## config.mk

```make
export PLATFORM = sky130hd
export DESIGN_NAME = ps2_host_tx
export DESIGN_NICKNAME = d
export VERILOG_FILES = /design/src/rtl/ps2_host_tx_pkg.sv /design/src/rtl/ps2_host_tx_line_filter.sv /design/src/rtl/ps2_host_tx.sv
export SDC_FILE = /design/constraint.sdc
export NUM_CORES = 1
export LEC_CHECK = 0
export ABC_AREA = 1
export BUFFER_PORTS_ARGS = -buffer_cell sky130_fd_sc_hd__buf_2
export CORE_MARGIN = 5
export CORE_UTILIZATION = 44
export CTS_CLUSTER_DIAMETER = 150
export CTS_CLUSTER_SIZE = 10
export DETAILED_ROUTE_END_ITERATION = 7
export GPL_TIMING_DRIVEN = 1
export PLACE_DENSITY = 0.61
export REMOVE_ABC_BUFFERS = 1
export SLEW_MARGIN = 15
export SYNTH_ARGS = -nofsm -noshare
export SYNTH_HDL_FRONTEND = slang
export SYNTH_SLANG_ARGS = --single-unit
export TNS_END_PERCENT = 50
```

## constraint.sdc

```tcl
create_clock -name CLK -period 3.2 [get_ports CLK]
set_clock_uncertainty 0.05 [all_clocks]
set_input_delay 0.16 -clock CLK [delete_from_list [all_inputs] [get_ports CLK]]
set_output_delay 0.16 -clock CLK [all_outputs]
set_load 0.005 [all_outputs]
```

## src/rtl/ps2_host_tx_pkg.sv

```systemverilog
// -----------------------------------------------------------------------------
// ps2_host_tx_pkg
// Shared definitions for the PS/2 host-to-device transmitter:
//   - FSM state encoding
//   - err_code values reported on completion
//   - 25 MHz timing defaults
//   - odd-parity helper and a small max helper used for counter sizing
// -----------------------------------------------------------------------------
package ps2_host_tx_pkg;

  typedef enum logic [2:0] {
    ST_IDLE     = 3'd0,
    ST_INHIBIT  = 3'd1,
    ST_REQ      = 3'd2,
    ST_WAIT_CLK = 3'd3,
    ST_SEND     = 3'd4,
    ST_ACK_IDLE = 3'd5,
    ST_FAIL     = 3'd6
  } ps2_state_e;

  localparam logic [1:0] ERR_OK       = 2'b00;
  localparam logic [1:0] ERR_START_TO = 2'b01;
  localparam logic [1:0] ERR_XFER_TO  = 2'b10;
  localparam logic [1:0] ERR_NO_ACK   = 2'b11;

  // Defaults for a 25 MHz clock.
  localparam int unsigned DEF_INHIBIT_CYCLES       = 32'd3000;
  localparam int unsigned DEF_REQ_CYCLES           = 32'd16;
  localparam int unsigned DEF_START_TIMEOUT_CYCLES = 32'd375000;
  localparam int unsigned DEF_XFER_TIMEOUT_CYCLES  = 32'd50000;
  localparam int unsigned DEF_FILTER_LEN           = 32'd8;

  // PS/2 uses odd parity: the parity bit makes the total count of ones odd.
  function automatic logic odd_parity(input logic [7:0] d);
    return ~^d;
  endfunction

  function automatic int unsigned max_u(input int unsigned a, input int unsigned b);
    return (a > b) ? a : b;
  endfunction

endpackage

```

## src/rtl/ps2_host_tx_line_filter.sv

```systemverilog
// -----------------------------------------------------------------------------
// ps2_host_tx_line_filter
// Synchronises an asynchronous PS/2 pad input (2 FFs), then debounces it: the
// filtered level only changes after FILTER_LEN consecutive samples disagree
// with it. o_fall pulses for one cycle together with a 1->0 filtered change.
// Ports:
//   i_clk    system clock
//   i_rst_n  asynchronous active-low reset (filtered level resets to 1)
//   i_pad    raw pad input
//   o_level  filtered line level
//   o_fall   one-cycle pulse on filtered falling edge
// -----------------------------------------------------------------------------
module ps2_host_tx_line_filter #(
  parameter int unsigned FILTER_LEN = 32'd8
) (
  input  logic i_clk,
  input  logic i_rst_n,
  input  logic i_pad,
  output logic o_level,
  output logic o_fall
);

  localparam int CW = (FILTER_LEN > 1) ? $clog2(FILTER_LEN) : 1;

  logic [1:0]    r_sync;
  logic          r_level;
  logic          r_fall;
  logic [CW-1:0] r_cnt;

  // Synchroniser, disagreement counter and filtered level/fall registers.
  always_ff @(posedge i_clk or negedge i_rst_n) begin
    if (!i_rst_n) begin
      r_sync  <= 2'b11;
      r_level <= 1'b1;
      r_fall  <= 1'b0;
      r_cnt   <= {CW{1'b0}};
    end else begin
      r_sync <= {r_sync[0], i_pad};
      if (r_sync[1] == r_level) begin
        r_cnt  <= {CW{1'b0}};
        r_fall <= 1'b0;
      end else if (r_cnt == CW'(FILTER_LEN - 1)) begin
        // FILTER_LEN-th disagreeing sample in a row: adopt the new level.
        r_level <= r_sync[1];
        r_cnt   <= {CW{1'b0}};
        r_fall  <= r_level;
      end else begin
        r_cnt  <= r_cnt + CW'(1);
        r_fall <= 1'b0;
      end
    end
  end

  assign o_level = r_level;
  assign o_fall  = r_fall;

endmodule

```

## src/rtl/ps2_host_tx.sv

```systemverilog
// -----------------------------------------------------------------------------
// ps2_host_tx
// PS/2 host-to-device transmitter. Inhibits the bus, issues a request-to-send,
// then shifts out data (LSB first), odd parity and stop on device clock falls
// and checks the device ACK. Pins are open-drain: *_oe = 1 pulls the line low.
// Ports:
//   CLK, nRESET        system clock, asynchronous active-low reset
//   tx_data, tx_valid  byte to send and request (accepted when tx_ready)
//   tx_ready           high only in IDLE
//   busy               transfer in progress
//   done, err          one-cycle completion pulse / failure flag with it
//   err_code           00 ok, 01 start timeout, 10 xfer timeout, 11 no ACK
//   ps2_clk_in/_data_in  asynchronous pad inputs
//   ps2_clk_oe/_data_oe  open-drain pull-low enables
// -----------------------------------------------------------------------------
module ps2_host_tx
  import ps2_host_tx_pkg::*;
#(
  parameter int unsigned INHIBIT_CYCLES       = DEF_INHIBIT_CYCLES,
  parameter int unsigned REQ_CYCLES           = DEF_REQ_CYCLES,
  parameter int unsigned START_TIMEOUT_CYCLES = DEF_START_TIMEOUT_CYCLES,
  parameter int unsigned XFER_TIMEOUT_CYCLES  = DEF_XFER_TIMEOUT_CYCLES,
  parameter int unsigned FILTER_LEN           = DEF_FILTER_LEN
) (
  input  logic       CLK,
  input  logic       nRESET,
  input  logic [7:0] tx_data,
  input  logic       tx_valid,
  output logic       tx_ready,
  output logic       busy,
  output logic       done,
  output logic       err,
  output logic [1:0] err_code,
  input  logic       ps2_clk_in,
  input  logic       ps2_data_in,
  output logic       ps2_clk_oe,
  output logic       ps2_data_oe
);

  localparam int unsigned T_MAX =
    max_u(max_u(INHIBIT_CYCLES, REQ_CYCLES), max_u(START_TIMEOUT_CYCLES, XFER_TIMEOUT_CYCLES));
  localparam int TW = $clog2(T_MAX + 1);

  ps2_state_e r_state, w_next;
  logic [TW-1:0] r_timer;
  logic [3:0]    r_bitcnt, w_bitcnt_next;
  logic [8:0]    r_frame;
  logic          w_timer_clr, w_accept, w_done, w_err, w_tx_bit;
  logic          w_clk_oe_next, w_data_oe_next;
  logic [1:0]    w_err_code_next;
  logic          w_clk_lvl, w_clk_fall, w_data_lvl, w_data_fall;
  logic          r_tx_ready, r_busy, r_done, r_err, r_clk_oe, r_data_oe;
  logic [1:0]    r_err_code;
  logic          w_inh_end, w_req_end, w_start_to, w_xfer_to;

  ps2_host_tx_line_filter #(.FILTER_LEN(FILTER_LEN)) u_clk_filt (
    .i_clk(CLK), .i_rst_n(nRESET), .i_pad(ps2_clk_in),
    .o_level(w_clk_lvl), .o_fall(w_clk_fall)
  );

  ps2_host_tx_line_filter #(.FILTER_LEN(FILTER_LEN)) u_data_filt (
    .i_clk(CLK), .i_rst_n(nRESET), .i_pad(ps2_data_in),
    .o_level(w_data_lvl), .o_fall(w_data_fall)
  );

  // Timer counts cycles since the last clear; >= keeps a saturated timer expired.
  assign w_inh_end  = (r_timer >= TW'(INHIBIT_CYCLES - 1));
  assign w_req_end  = (r_timer >= TW'(REQ_CYCLES - 1));
  assign w_start_to = (r_timer >= TW'(START_TIMEOUT_CYCLES - 1));
  assign w_xfer_to  = (r_timer >= TW'(XFER_TIMEOUT_CYCLES - 1));

  // Next-state, timer control and completion signalling.
  always_comb begin
    w_next          = r_state;
    w_timer_clr     = 1'b0;
    w_bitcnt_next   = r_bitcnt;
    w_accept        = 1'b0;
    w_done          = 1'b0;
    w_err           = 1'b0;
    w_err_code_next = r_err_code;
    case (r_state)
      ST_IDLE: begin
        if (tx_valid) begin
          w_accept        = 1'b1;
          w_next          = ST_INHIBIT;
          w_timer_clr     = 1'b1;
          w_err_code_next = ERR_OK;
        end else begin
          w_next = ST_IDLE;
        end
      end
      ST_INHIBIT: begin
        if (w_inh_end) begin
          w_next      = ST_REQ;
          w_timer_clr = 1'b1;
        end else begin
          w_next = ST_INHIBIT;
        end
      end
      ST_REQ: begin
        if (w_req_end) begin
          w_next      = ST_WAIT_CLK;
          w_timer_clr = 1'b1;
        end else begin
          w_next = ST_REQ;
        end
      end
      ST_WAIT_CLK: begin
        if (w_start_to) begin
          w_next          = ST_FAIL;
          w_err_code_next = ERR_START_TO;
        end else if (w_clk_fall) begin
          // Transfer timer measures from this first device fall.
          w_next        = ST_SEND;
          w_bitcnt_next = 4'd0;
          w_timer_clr   = 1'b1;
        end else begin
          w_next = ST_WAIT_CLK;
        end
      end
      ST_SEND: begin
        if (w_xfer_to) begin
          w_next          = ST_FAIL;
          w_err_code_next = ERR_XFER_TO;
        end else if (w_clk_fall) begin
          if (r_bitcnt == 4'd10) begin
            if (!w_data_lvl) begin
              w_next = ST_ACK_IDLE;
            end else begin
              w_next          = ST_FAIL;
              w_err_code_next = ERR_NO_ACK;
            end
          end else begin
            w_bitcnt_next = r_bitcnt + 4'd1;
          end
        end else begin
          w_next = ST_SEND;
        end
      end
      ST_ACK_IDLE: begin
        if (w_xfer_to) begin
          w_next          = ST_FAIL;
          w_err_code_next = ERR_XFER_TO;
        end else if (w_clk_lvl && w_data_lvl) begin
          w_next = ST_IDLE;
          w_done = 1'b1;
        end else begin
          w_next = ST_ACK_IDLE;
        end
      end
      ST_FAIL: begin
        w_next = ST_IDLE;
        w_done = 1'b1;
        w_err  = 1'b1;
      end
      default: begin
        w_next = ST_IDLE;
      end
    endcase
  end

  // Pin drive for the upcoming state; bitcnt 0 keeps the start bit, 10 is stop.
  always_comb begin
    w_tx_bit = 1'b1;
    case (w_bitcnt_next)
      4'd0:    w_tx_bit = 1'b0;
      4'd10:   w_tx_bit = 1'b1;
      default: begin
        if (w_bitcnt_next <= 4'd9) begin
          w_tx_bit = r_frame[w_bitcnt_next - 4'd1];
        end else begin
          w_tx_bit = 1'b1;
        end
      end
    endcase
    w_clk_oe_next  = (w_next == ST_INHIBIT) || (w_next == ST_REQ);
    w_data_oe_next = (w_next == ST_REQ) || (w_next == ST_WAIT_CLK) ||
                     ((w_next == ST_SEND) && !w_tx_bit);
  end

  // FSM state, shared saturating timer, bit counter and frame latch.
  always_ff @(posedge CLK or negedge nRESET) begin
    if (!nRESET) begin
      r_state  <= ST_IDLE;
      r_timer  <= {TW{1'b0}};
      r_bitcnt <= 4'd0;
      r_frame  <= 9'd0;
    end else begin
      r_state  <= w_next;
      r_bitcnt <= w_bitcnt_next;
      if (w_timer_clr) begin
        r_timer <= {TW{1'b0}};
      end else if (r_timer != {TW{1'b1}}) begin
        r_timer <= r_timer + TW'(1);
      end else begin
        r_timer <= r_timer;
      end
      if (w_accept) begin
        r_frame <= {odd_parity(tx_data), tx_data};
      end else begin
        r_frame <= r_frame;
      end
    end
  end

  // Registered outputs; reset releases both pins immediately.
  always_ff @(posedge CLK or negedge nRESET) begin
    if (!nRESET) begin
      r_tx_ready <= 1'b1;
      r_busy     <= 1'b0;
      r_done     <= 1'b0;
      r_err      <= 1'b0;
      r_err_code <= ERR_OK;
      r_clk_oe   <= 1'b0;
      r_data_oe  <= 1'b0;
    end else begin
      r_tx_ready <= (w_next == ST_IDLE);
      r_busy     <= (w_next != ST_IDLE);
      r_done     <= w_done;
      r_err      <= w_err;
      r_err_code <= w_err_code_next;
      r_clk_oe   <= w_clk_oe_next;
      r_data_oe  <= w_data_oe_next;
    end
  end

  assign tx_ready    = r_tx_ready;
  assign busy        = r_busy;
  assign done        = r_done;
  assign err         = r_err;
  assign err_code    = r_err_code;
  assign ps2_clk_oe  = r_clk_oe;
  assign ps2_data_oe = r_data_oe;

  // The data line is only ever sampled as a level; its fall pulse is not needed.
  logic w_unused;
  assign w_unused = w_data_fall;

endmodule
```

# Word-level counts from Yosys, hierarchy flattened
# Index checks and enable logic that the tools add are counted.
# totals
regBits,56
wordCells,119
input_bits,13
# classes
n_eq_ne,23
magnitude_cmp,6
n_addsub,5
reduce_logical,16
muxes,49
n_bitwise,2
# op_table
cell,count
2-to-1 mux 19 bit,2
2-to-1 mux 3 bit,11
2-to-1 mux 4 bit,5
"adder 19 x 1 -> 19 bit, second input constant",1
"greater-or-equal comparator 19 x 12 -> 1 bit, second input constant",1
"greater-or-equal comparator 19 x 16 -> 1 bit, second input constant",1
"greater-or-equal comparator 19 bit, second input constant",1
"greater-or-equal comparator 19 x 4 -> 1 bit, second input constant",1
"inequality test 19 bit, second input constant",1
"== test 3 bit, second input constant",6
2-to-1 mux 2 bit,9
one-hot mux 3 bit (6 select lines),1
2-to-1 mux 1 bit,15
"== test 3 x 2 -> 1 bit, second input constant",4
"== test 4 bit, second input constant",2
one-hot mux 2 bit (4 select lines),1
one-hot mux 4 bit (2 select lines),1
XNOR reduction 8 bit,1
AND reduction 7 bit,1
"adder 3 x 1 -> 3 bit, second input constant",2
"== test 3 x 1 -> 1 bit, second input constant",2
logical NOT 3 bit,2
"inequality test 2 bit, second input constant",3
"inequality test 3 x 2 -> 1 bit, second input constant",2
other kinds (18),25

# Longest topological paths before layout
# Gate-level depths: netlist (run 1).
# logic_depth
word_depth,13
mapped_depth,24

# By module
# A second synthesis (run 1) with hierarchy kept.
# hier_totals
hier_cells,460
hier_area_um2,3539.6
# modules_own_cells
module,area_each_um2,seq_area_each_um2,cells_each,instances
ps2_host_tx,3011.6,1077.3,412,1
ps2_host_tx_line_filter,264.0,178.9,24,2

# Worst setup path after synthesis (run 1)
# OpenSTA, ideal clock, no wires.
# synth_path
kind,reg-to-reg
start,register r_bitcnt[0]
end,register r_data_oe (netlist: ps2_data_oe)
setup_slack_ns,0.783
stages_incl_launch_ff,22
synth_period_minus_slack_ns,2.417
arrival_time_ns,2.251
path_buffers,0
path_cell_list,dfrtp_1 inv_1 ha_1 nand3_1 xor2_1 nand2_1 o21ai_0 nand2_2 nand3_4 nand2_4 inv_2 ha_1 inv_1 nand3_1 nand2_2 inv_2 nor2_1 a21oi_2 nand2_1 nand2_1 nand2_1 nand2_1
# synth_via
elab_chain_cells,13
# synth_lines
element,line_no,rtl
from (decl),ps2_host_tx.sv:46,"logic [3:0] r_bitcnt, w_bitcnt_next;"
from (signal assigned),ps2_host_tx.sv:190,r_bitcnt <= w_bitcnt_next;
adder 4 x 1 -> 4 bit / == test 4 bit (equally long branches),"ps2_host_tx.sv:134, ps2_host_tx.sv:126",
2-to-1 mux 4 bit,ps2_host_tx.sv:126,if (r_bitcnt == 4'd10) begin
2-to-1 mux 4 bit,ps2_host_tx.sv:125,end else if (w_clk_fall) begin
2-to-1 mux 4 bit,ps2_host_tx.sv:122,if (w_xfer_to) begin
one-hot mux 4 bit (2 select lines) (*),ps2_host_tx.sv:81,case (r_state)
net w_bitcnt_next[0],ps2_host_tx.sv:46,
subtractor 4 x 1 -> 4 bit,ps2_host_tx.sv:170,w_tx_bit = r_frame[w_bitcnt_next - 4'd1];
binary-select mux 1 bit (select 4 bit),ps2_host_tx.sv:170,
2-to-1 mux 1 bit (implied by the code),ps2_host_tx.sv:170,
2-to-1 mux 1 bit,ps2_host_tx.sv:169,if (w_bitcnt_next <= 4'd9) begin
one-hot mux 1 bit (2 select lines) (*),ps2_host_tx.sv:165,case (w_bitcnt_next)
logical NOT 1 bit (*),ps2_host_tx.sv:178,((w_next == ST_SEND) && !w_tx_bit);
logical AND 1 bit (*),ps2_host_tx.sv:178,
logical OR 1 bit (*),ps2_host_tx.sv:177,w_data_oe_next = (w_next == ST_REQ) || (w_next == ST_WAIT_CLK) ||
net w_data_oe_next,ps2_host_tx.sv:49,"logic w_clk_oe_next, w_data_oe_next;"
to (signal assigned),ps2_host_tx.sv:223,r_data_oe <= w_data_oe_next;
to (decl),ps2_host_tx.sv:52,"logic r_tx_ready, r_busy, r_done, r_err, r_clk_oe, r_data_oe;"
# The timed path passes the listed nets; every way through them passes the cells marked *. The select of a mux whose other input is x is not followed.
# A chain may end at the register's enable or synchronous reset.

# Worst setup path after layout (run 1)
# layout_path
start,register r_timer[1]
end,register r_data_oe (netlist: ps2_data_oe)
# layout_via
elab_chain_cells,11
# layout_lines
element,line_no,rtl
from (decl),ps2_host_tx.sv:45,logic [TW-1:0] r_timer;
from (signal assigned),ps2_host_tx.sv:185,r_timer <= {TW{1'b0}};
from (signal assigned),ps2_host_tx.sv:192,r_timer <= {TW{1'b0}};
from (signal assigned),ps2_host_tx.sv:194,r_timer <= r_timer + TW'(1);
greater-or-equal comparator 19 x 16 -> 1 bit / greater-or-equal comparator 19 bit (equally long branches),"ps2_host_tx.sv:70, ps2_host_tx.sv:69",
2-to-1 mux 4 bit (on tied branches),"ps2_host_tx.sv:122, ps2_host_tx.sv:109",
one-hot mux 4 bit (2 select lines) (*),ps2_host_tx.sv:81,
net w_bitcnt_next[0],ps2_host_tx.sv:46,
subtractor 4 x 1 -> 4 bit,ps2_host_tx.sv:170,
binary-select mux 1 bit (select 4 bit),ps2_host_tx.sv:170,
2-to-1 mux 1 bit (implied by the code),ps2_host_tx.sv:170,
2-to-1 mux 1 bit,ps2_host_tx.sv:169,
one-hot mux 1 bit (2 select lines) (*),ps2_host_tx.sv:165,
logical NOT 1 bit (*),ps2_host_tx.sv:178,
logical AND 1 bit (*),ps2_host_tx.sv:178,
logical OR 1 bit (*),ps2_host_tx.sv:177,
net w_data_oe_next,ps2_host_tx.sv:49,
# Marked as above.

==> flow_summary.toml, run 1 <==
[finish]
num_antenna_cells = 0
syn2layout_area_growth_pct = 9.520
nets = 515
layout_common_cells = "nand2_1 (94), nor2_1 (65), inv_1 (53)"
drive_gt1_share_pct = 20.49
fin_area_sq_um = 3915
layout_commonest_cell = "nand2_1"

[critical_path]
crit_path_end_kind = "flip-flop"
reg2reg_slack_ps = 490
required_ps = 3410
slowest_delay_ps = 390
worst_r2r_endpoint = "ps2_data_oe"
critPathKind = "flip-flop to flip-flop"
critical-path-top-delay-family = "simple AND/OR/NAND/NOR gates"
startpoint = "r_timer[1]"
crit_buf_inv = 4
reg2reg_from = "r_timer[1]"
rr_worst_depth = 22
crit_end = "ps2_data_oe"
worstPathMaxFanout = 8
crit_chain = "ha_1 > nand3_1 > nor2_1 > nand3_2 > nand2_4 > inv_2 > nand2_4 > nand2_2 > nand3_4 > nand2_4 > inv_2 > ha_1 > inv_1 > nand3_1 > nand2_2 > inv_2 > nor2_1 > a21oi_2 > nand2_1 > nand2_1 > nand2_1 > nand2_1"
slowest_stage = "dfrtp_1"
critPathMostFrequentCell = "nand2_1"
cp-start-kind = "flip-flop"
arrival_ps = 2920
crit_cells = 22

[sta]
period_minus_slack_ps = 2710
period_share_pct = 84.70
slew_viol_final = 0
rsz0062_at_grt = "no"
tightest_slew_ps = 870.9
hold_viol = 0
hold-worst-slack_ps = 57.17
tns_ps = 0
setup_violations = 0
max_freq_mhz = 369.0
slew_headroom_pct = 41.94

[grt]
grt_pass1_wl_um = 13480
grt_max_degree = 40
grt_pass1_vias = 2890
grt_overflow = 0
antenna_found_initial = 0
groute.usage.overall_pct = 16.45

[floorplanning]
rows = 32
dieArea_sq_um = 10030
die_width_um = 100.1
fp.coreArea_sq_um = 7807
dieHeight_um = 100.1
initial_core_util_pct = 45.79
ios = 21

[clocking]
clkSinkCount = 56
clk-insertion-delay-late_ps = 310
cts_buffer_depth = 2
clk_root_buffer_cell = "clkbuf_8"
cts_setup_buffers = 0
cts_made_buffers = 5
cts_tree = "yes"
cts_max_level = 2
clkTransAtPathRegs_ps = 110

[routing]
vias = 2965
post-route-drc-count = 0
routed_wl_um = 7705
drtIter0Drc = 171
ant_nets = 0
wl_per_cell_um = 12.95
firstDrtPassIters = 4
vias_per_cell = 4.983

[yosys]
ys_warn_count = 0
ys_types = 42
synth_edf_count = 0
synth_seq_area_share_pct = 39.45
avgSynthCellArea_sq_um = 7.704
yosysTopAreaCell = "dfrtp_1"
synthArstFlopShare_pct = 100.0
synth_area_sq_um = 3575
synthTopCellsByArea = "dfrtp_1 (34%), nand2_1 (9.9%), nor2_1 (6.8%)"
ys_seq_elements = 56
synthFlopType = "dfrtp_1"
synth_top_area_share_pct = 34.30
netlist_instances = 464

[pwr]
report.power.total_w = 0.001301
cellLeakagePower_nw = 1.954
p_per_area_nw_per_um2 = 332.3
ir_worst_vdd_mv = 0.2315

[min_path]
hp-class = "primary input to flip-flop"

[place]
gp_congestion = 0.9009
io_buffer_count = 20
hpwl_um = 6073
place_area_sq_um = 3797

[outcome]
status = "complete, no violations"

[run]
max-cap-violations = 0
[per-stage QoR]
| step | util (%) | setup slack, ps | instances |
|---|---|---|---|
| final | 50.14 | 489.7 | 595 |
| after global routing | 50.14 | 203.7 | 595 |
| after CTS | 50.14 | 484.1 | 595 |
| after detailed placement | 48.64 | 510.8 | 584 |
| after global placement | 48.64 | 542.7 | 584 |
| after floorplan | - | 774.1 | 459 |
[kinds of logic (layout without fill, tap and decap cells)]
| family | after synthesis | after routing | share of synthesized area (%) |
|---|---|---|---|
| compound gates | 44 | 44 | 7.281 |
| xor+xnor | 14 | 14 | 3.430 |
| fa+ha+maj | 10 | 10 | 3.500 |
| buf+inv | 72 | 101 | 7.805 |
| flops | 56 | 56 | 39.45 |
| mux | 4 | 4 | 1.260 |
| simple gates | 264 | 264 | 37.28 |
[timing repair]
action,4_1_cts,5_1_grt
hold buffers,3,0
gates resized for setup,0,0
hold endpoints to repair,34,0
[flip-flops by register name (all words and copies together) (netlist names), 2 cells and up]
signal and flops:
r_timer 19, r_frame 9, r_bitcnt 4, r_state 3
u_clk_filt.r_cnt 3, u_data_filt.r_cnt 3, err_code 2, u_clk_filt.r_sync 2
u_data_filt.r_sync 2
[worst reg2reg max path, stage by stage, from the launching register on]
cell,delay (ps)
dfrtp_1,390
ha_1,220
nand3_1,220
nor2_1,190
nand3_2,110
nand2_4,80
inv_2,40
nand2_4,110
nand2_2,80
nand3_4,90
nand2_4,90
inv_2,110
ha_1,240
inv_1,60
nand3_1,100
nand2_2,70
inv_2,50
nor2_1,40
a21oi_2,120
nand2_1,60
nand2_1,60
nand2_1,40
nand2_1,50
[how the worst min path moves through the flow]
| stage | endpoint | start | slack [ps] | depth (start not counted) |
|---|---|---|---|---|
| floorplan | busy | nRESET | -190 | 0 |
| global placement | u_clk_filt.r_sync[0] | ps2_clk_in | 220 | 1 |
| detailed placement | u_clk_filt.r_sync[0] | ps2_clk_in | 220 | 1 |
| CTS | r_frame[5] | tx_data[5] | 50 | 2 |
| global route | r_frame[5] | tx_data[5] | 50 | 2 |
| finish | r_frame[5] | tx_data[5] | 60 | 2 |
[where the power goes]
group / total, W / switching [W] / internal, W
clock network: 0.000393 / 0.000239 / 0.000154
logic: 0.000125 / 0.0000692 / 0.0000554
registers: 0.000784 / 0.0000244 / 0.000759
[layer usage]
metal,wire (um),up-vias,global-route usage [%]
met4,87,0,3.834
met1,3956,1367,23.30
met2,3377,46,26.50
met5,0,-,0
li1,-,1545,-
met3,283,7,2.571
[cells in the mapped netlist, types with 2 or more instances]
cell type / instances
nand2_1: 94
nor2_1: 65
inv_1: 53
dfrtp_1: 49
nand3_1: 39
o21ai_0: 18
a21oi_1: 15
inv_2: 14
ha_1: 10
nand2_2: 10
nor3_1: 9
xnor2_1: 8
dfstp_2: 7
nor2_2: 7
nand3_2: 6
nand4_1: 6
xor2_1: 6
nand2_4: 5
nand3b_1: 5
nor2_4: 5
mux2_2: 4
clkbuf_1: 3
nor4_1: 3
nand3_4: 2
nor3_2: 2
o21ai_1: 2
or2_2: 2
[layout make-up]
class                      count  area [sq um]
multi-input combinational    336          1886
clock buffer                   5         68.82
tap                          102         127.6
timing repair buffer          26         152.6
clock inverter                 3         18.77
inverter                      67         251.5
sequential                    56          1410
fill                         772          3892
Power figures use the tool's default switching activity.
==> run 2: changes to the inputs <==
==> constraint.sdc (replaced) <==
create_clock -name CLK -period 2.6 [get_ports CLK]
set_clock_uncertainty 0.05 [all_clocks]
set_input_delay 0.13 -clock CLK [delete_from_list [all_inputs] [get_ports CLK]]
set_output_delay 0.13 -clock CLK [all_outputs]
set_load 0.005 [all_outputs]
==> flow_summary.toml, run 2 (synthesis results as in run 1) <==
[outcome]
status = "complete, no violations"

[routing]
wl_per_cell_um = 13.09
vias = 3168
ant_nets = 0
post-route-drc-count = 0
firstDrtPassIters = 7
vias_per_cell = 5.061
drtIter0Drc = 158
routed_wl_um = 8194

[sta]
max_freq_mhz = 388.8
setup_violations = 0
fin_ws_ps = 28.25
period_share_pct = 98.91
hold_viol = 0
period_minus_slack_ps = 2572
tightest_slew_ps = 469.1
slew_headroom_pct = 68.73
hold-worst-slack_ps = 32.56
slew_viol_final = 0

[grt]
groute.usage.overall_pct = 16.95
grt_overflow = 0
grt_max_degree = 38
grt_pass1_vias = 3034
grt_pass1_wl_um = 13830
antenna_found_initial = 0

[clocking]
clkTransAtPathRegs_ps = 110
clk_root_buffer_cell = "clkbuf_8"
cts_made_buffers = 5
clk-insertion-delay-late_ps = 310
clkSinkCount = 56
cts_buffer_depth = 2
cts_max_level = 2
cts_tree = "yes"

[pwr]
p_per_area_nw_per_um2 = 377.6
cellLeakagePower_nw = 2.083
ir_worst_vdd_mv = 0.3228

[place]
gp_congestion = 0.8998
hpwl_um = 6295
io_buffer_count = 20
pre_cts_ws_ps = 35.26

[floorplanning]
ios = 21
initial_core_util_pct = 45.79
die_width_um = 100.1
dieArea_sq_um = 10030
fp.coreArea_sq_um = 7807
dieHeight_um = 100.1
rows = 32

[finish]
num-fill-cells = 739
num_antenna_cells = 0
utilization_pct = 54.90
layout_common_cells = "nand2_1 (90), nor2_1 (58), inv_1 (49)"
top_regs = "r_timer (19), r_frame (9), r_bitcnt (4)"
largest_register_ff_count = 19
largest-register = "r_timer"
syn2layout_area_growth_pct = 19.92
nets = 546
layout_commonest_cell = "nand2_1"
drive_gt1_share_pct = 31.11

[critical_path]
worstPathMaxFanout = 11
crit_buf_inv = 3
crit_chain = "ha_4 > buf_4 > nand2_1 > inv_1 > nor3_1 > o21ai_0 > nand3_1 > nand4_1 > a21oi_1 > nand2_1 > buf_4 > a2111oi_1"
slowest_delay_ps = 450
cp-start-kind = "flip-flop"
required_ps = 2730
crit_path_end_kind = "flip-flop"
slowest_stage = "dfrtp_1"
critPathKind = "flip-flop to flip-flop"
critical-path-top-delay-family = "compound AO/OA/AOI/OAI gates"
arrival_ps = 2710

[min_path]
hp-class = "primary input to flip-flop"

[run]
max-cap-violations = 0
## run 2: cell count changes in the layout (fill, tap and decap cells not counted), sizes merged
cell    previous run  this run
clkbuf             5         6
buf               23        54
clkinv             3         2
## run 2: final cells by class
type                    instances  area (sq um)  share of cell area [%]
inverters                      67         254.0                   5.925
multi-input cells             336          2007                   46.82
clock inverters                 2         10.01                  0.2335
repair buffers                 57         385.4                   8.990
well taps                     102         127.6                   2.977
clock buffers                   6         82.58                   1.926
flip-flops and latches         56          1420                   33.13
## run 2: path summary, 6_finish.rpt
check / slack (ps) / end / from / depth (start not counted)
setup / recovery: 30 / r_timer[5] / r_timer[1] / 12
hold / removal: 30 / r_frame[5] / tx_data[5] / 2
setup reg to reg: 30 / r_timer[5] / r_timer[1] / 12
hold reg to reg: 310 / u_clk_filt.r_sync[1] / u_clk_filt.r_sync[0] / 0
max in group asynchronous: 1380 / u_data_filt.o_level / nRESET / 3
min in group asynchronous: 240 / r_timer[6] / nRESET / 2
## run 2: stage by stage
step | TNS (ps) | total power (W) | instances | area (sq um)
floorplan | 0 | 0.001077 | 459 | 3547
global placement | 0 | 0.001127 | 603 | 3940
detailed placement | 0 | 0.001138 | 603 | 3940
CTS | 0 | 0.001637 | 614 | 4063
global route | -61.45 | 0.001707 | 626 | 4287
finish | 0 | 0.001619 | 626 | 4287
## run 2: routing by layer
layer	vias to the layer above	routed length [um]	global-route usage [%]
met5	-	0	0
met4	0	77	4.145
li1	1604	-	-
met1	1468	4033	23.99
met2	89	3676	26.50
met3	7	406	3.614
## run 2: power by group
group | leakage [nW] | internal (W) | total, W | switching [W]
Combinational | 1.35 | 0.0000681 | 0.000153 | 0.0000852
Clock | 0.0510 | 0.000214 | 0.000499 | 0.000285
Sequential | 0.684 | 0.000935 | 0.000966 | 0.0000319
## run 2: what timing repair did
action / in CTS / in global routing
hold buffers: 3 / 0
hold endpoints to repair: 20 / 0
resized for setup: 0 / 40
setup buffers: 0 / 12
endpoints found under the setup margin: 0 / 3
==> run 3: changes to the inputs <==
--- a/config.mk
+++ b/config.mk
@@ -18,5 +18,6 @@
 export SLEW_MARGIN = 15
 export SYNTH_ARGS = -nofsm -noshare
 export SYNTH_HDL_FRONTEND = slang
+export SYNTH_HIERARCHICAL = 1
 export SYNTH_SLANG_ARGS = --single-unit
 export TNS_END_PERCENT = 50
==> flow_summary.toml, run 3 <==
[finish]
largest_register_ff_count = 19
largest-register = "r_timer"
syn2layout_area_growth_pct = 21.76
drive_gt1_share_pct = 31.80
layout_common_cells = "nand2_1 (82), nor2_1 (57), inv_1 (43)"
nets = 544
top_regs = "r_timer (19), r_frame (9), r_bitcnt (4)"
num_antenna_cells = 0
layout_commonest_cell = "nand2_1"

[critical_path]
crit_chain = "buf_6 > nand3_2 > nor2_2 > nand3_1 > nand3_2 > nand2_4 > nand2_4 > nand2_1 > nand3_1 > nand2_2 > inv_2 > ha_4 > inv_1 > nand2_1 > nand2_2 > nor2_1 > nand3_1 > nand2_1 > inv_1 > nand2_1 > nand2_1 > nand2_1 > nand2_1"
worst_r2r_endpoint = "ps2_data_oe"
slowest_stage = "dfrtp_1"
slowest_delay_ps = 420
reg2reg_slack_ps = 150
critPathMostFrequentCell = "nand2_1"
critPathKind = "flip-flop to flip-flop"
critical-path-top-delay-family = "simple AND/OR/NAND/NOR gates"
required_ps = 2770
worstPathMaxFanout = 5
reg2reg_from = "r_timer[0]"
cp-start-kind = "flip-flop"
arrival_ps = 2620
crit_path_end_kind = "flip-flop"
rr_worst_depth = 23
crit_cells = 23
crit_buf_inv = 4

[clocking]
clk-insertion-delay-late_ps = 320
cts_made_buffers = 5
cts_tree = "yes"
cts_buffer_depth = 2
clkTransAtPathRegs_ps = 110
clkSinkCount = 56
cts_max_level = 2
clk_root_buffer_cell = "clkbuf_8"

[floorplanning]
rows = 32
ios = 21
dieHeight_um = 99.28
fp.coreArea_sq_um = 7727
dieArea_sq_um = 9857
initial_core_util_pct = 45.39
die_width_um = 99.28

[yosys]
avgSynthCellArea_sq_um = 7.674
synth_area_sq_um = 3507
ys_warn_count = 6
netlist_instances = 457

[grt]
grt_max_degree = 57
grt_pass1_vias = 2963
groute.usage.overall_pct = 17.29
grt_pass1_wl_um = 14010
grt_overflow = 0
antenna_found_initial = 0

[min_path]
hold_end = "r_frame[1]"
hp-class = "primary input to flip-flop"
hp-start = "tx_data[1]"
hold_path_depth = 2

[place]
hpwl_um = 6171
gp_congestion = 0.9366
io_buffer_count = 20

[pwr]
p_per_area_nw_per_um2 = 646.1
ir_worst_vdd_mv = 0.3807
cellLeakagePower_nw = 2.128
report.power.total_w = 0.002759

[outcome]
status = "complete, no violations"

[sta]
setup_violations = 0
hold_viol = 0
slew_viol_final = 0
slew_headroom_pct = 51.59
max_freq_mhz = 407.7
tns_ps = 0
period_share_pct = 94.34
hold-worst-slack_ps = 14.76
tightest_slew_ps = 726.2
period_minus_slack_ps = 2453

[routing]
ant_nets = 0
firstDrtPassIters = 5
routed_wl_um = 8279
vias_per_cell = 5.059
post-route-drc-count = 0
wl_per_cell_um = 13.27
drtIter0Drc = 174
vias = 3157

[run]
max-cap-violations = 0
-- run 3: area by class of cell --
type	count	area, sq um
sequential	56	1419
clock buffer	5	68.82
inverter	68	257.7
tap	102	127.6
fill	752	3457
multi-input combinational	329	1944
clock inverter	3	28.78
timing repair buffer	61	424.2
-- run 3: routing by layer --
layer / share of wire, % / vias up / GRT usage [%]
li1: - / 1608 / -
met1: 48 / 1437 / 25.37
met2: 44 / 93 / 25.88
met3: 5.5 / 19 / 3.506
met4: 2.0 / 0 / 4.727
met5: 0 / - / 0
-- run 3: report_power, final --
part | leakage (nW) | switching [W] | internal (W)
Sequential | 0.700 | 0.000162 | 0.00111
Clock | 0.0511 | 0.000327 | 0.000205
Combinational | 1.38 | 0.000537 | 0.000423
Total | 2.13 | 0.00103 | 0.00173
-- run 3: worst max-delay path by stage --
| stage | start | slack [ps] | endpoint |
|---|---|---|---|
| after detailed placement | r_timer[0] | 0.7 | ps2_data_oe |
| after global routing | r_timer[10] | -60 | ps2_data_oe |
| after CTS | r_timer[1] | 6 | ps2_data_oe |
| after global placement | r_timer[10] | 40 | ps2_data_oe |
| final | r_timer[0] | 150 | ps2_data_oe |
| after floorplan | r_timer[0] | 100 | ps2_data_oe |
-- run 3: worst register-to-register path, stage by stage, from the launching register on --
cell and delay [ps]:
dfrtp_1 420, buf_6 130, nand3_2 100, nor2_2 180, nand3_1 110, nand3_2 110
nand2_4 90, nand2_4 90, nand2_1 60, nand3_1 80, nand2_2 60, inv_2 100
ha_4 160, inv_1 40, nand2_1 80, nand2_2 70, nor2_1 100, nand3_1 70
nand2_1 60, inv_1 40, nand2_1 50, nand2_1 40, nand2_1 50, nand2_1 40
-- run 3: per-stage QoR --
stage	utilization, %	instances	instance area, sq um	setup slack [ps]
5_1_grt	55.26	624	4270	-62.47
3_3_place_gp	50.32	598	3889	40.25
3_5_place_dp	50.32	598	3889	0.7341
2_1_floorplan	-	453	3488	100.3
4_1_cts	52.07	610	4024	5.949
6_report	55.26	624	4270	147.2
-- run 3: repair_timing --
action | in CTS | in global routing
gates resized for setup | 0 | 41
hold endpoints to repair | 51 | 2
hold buffers | 3 | 2
setup buffers | 1 | 12
pin swaps | 0 | 17
setup endpoints to repair | 1 | 7
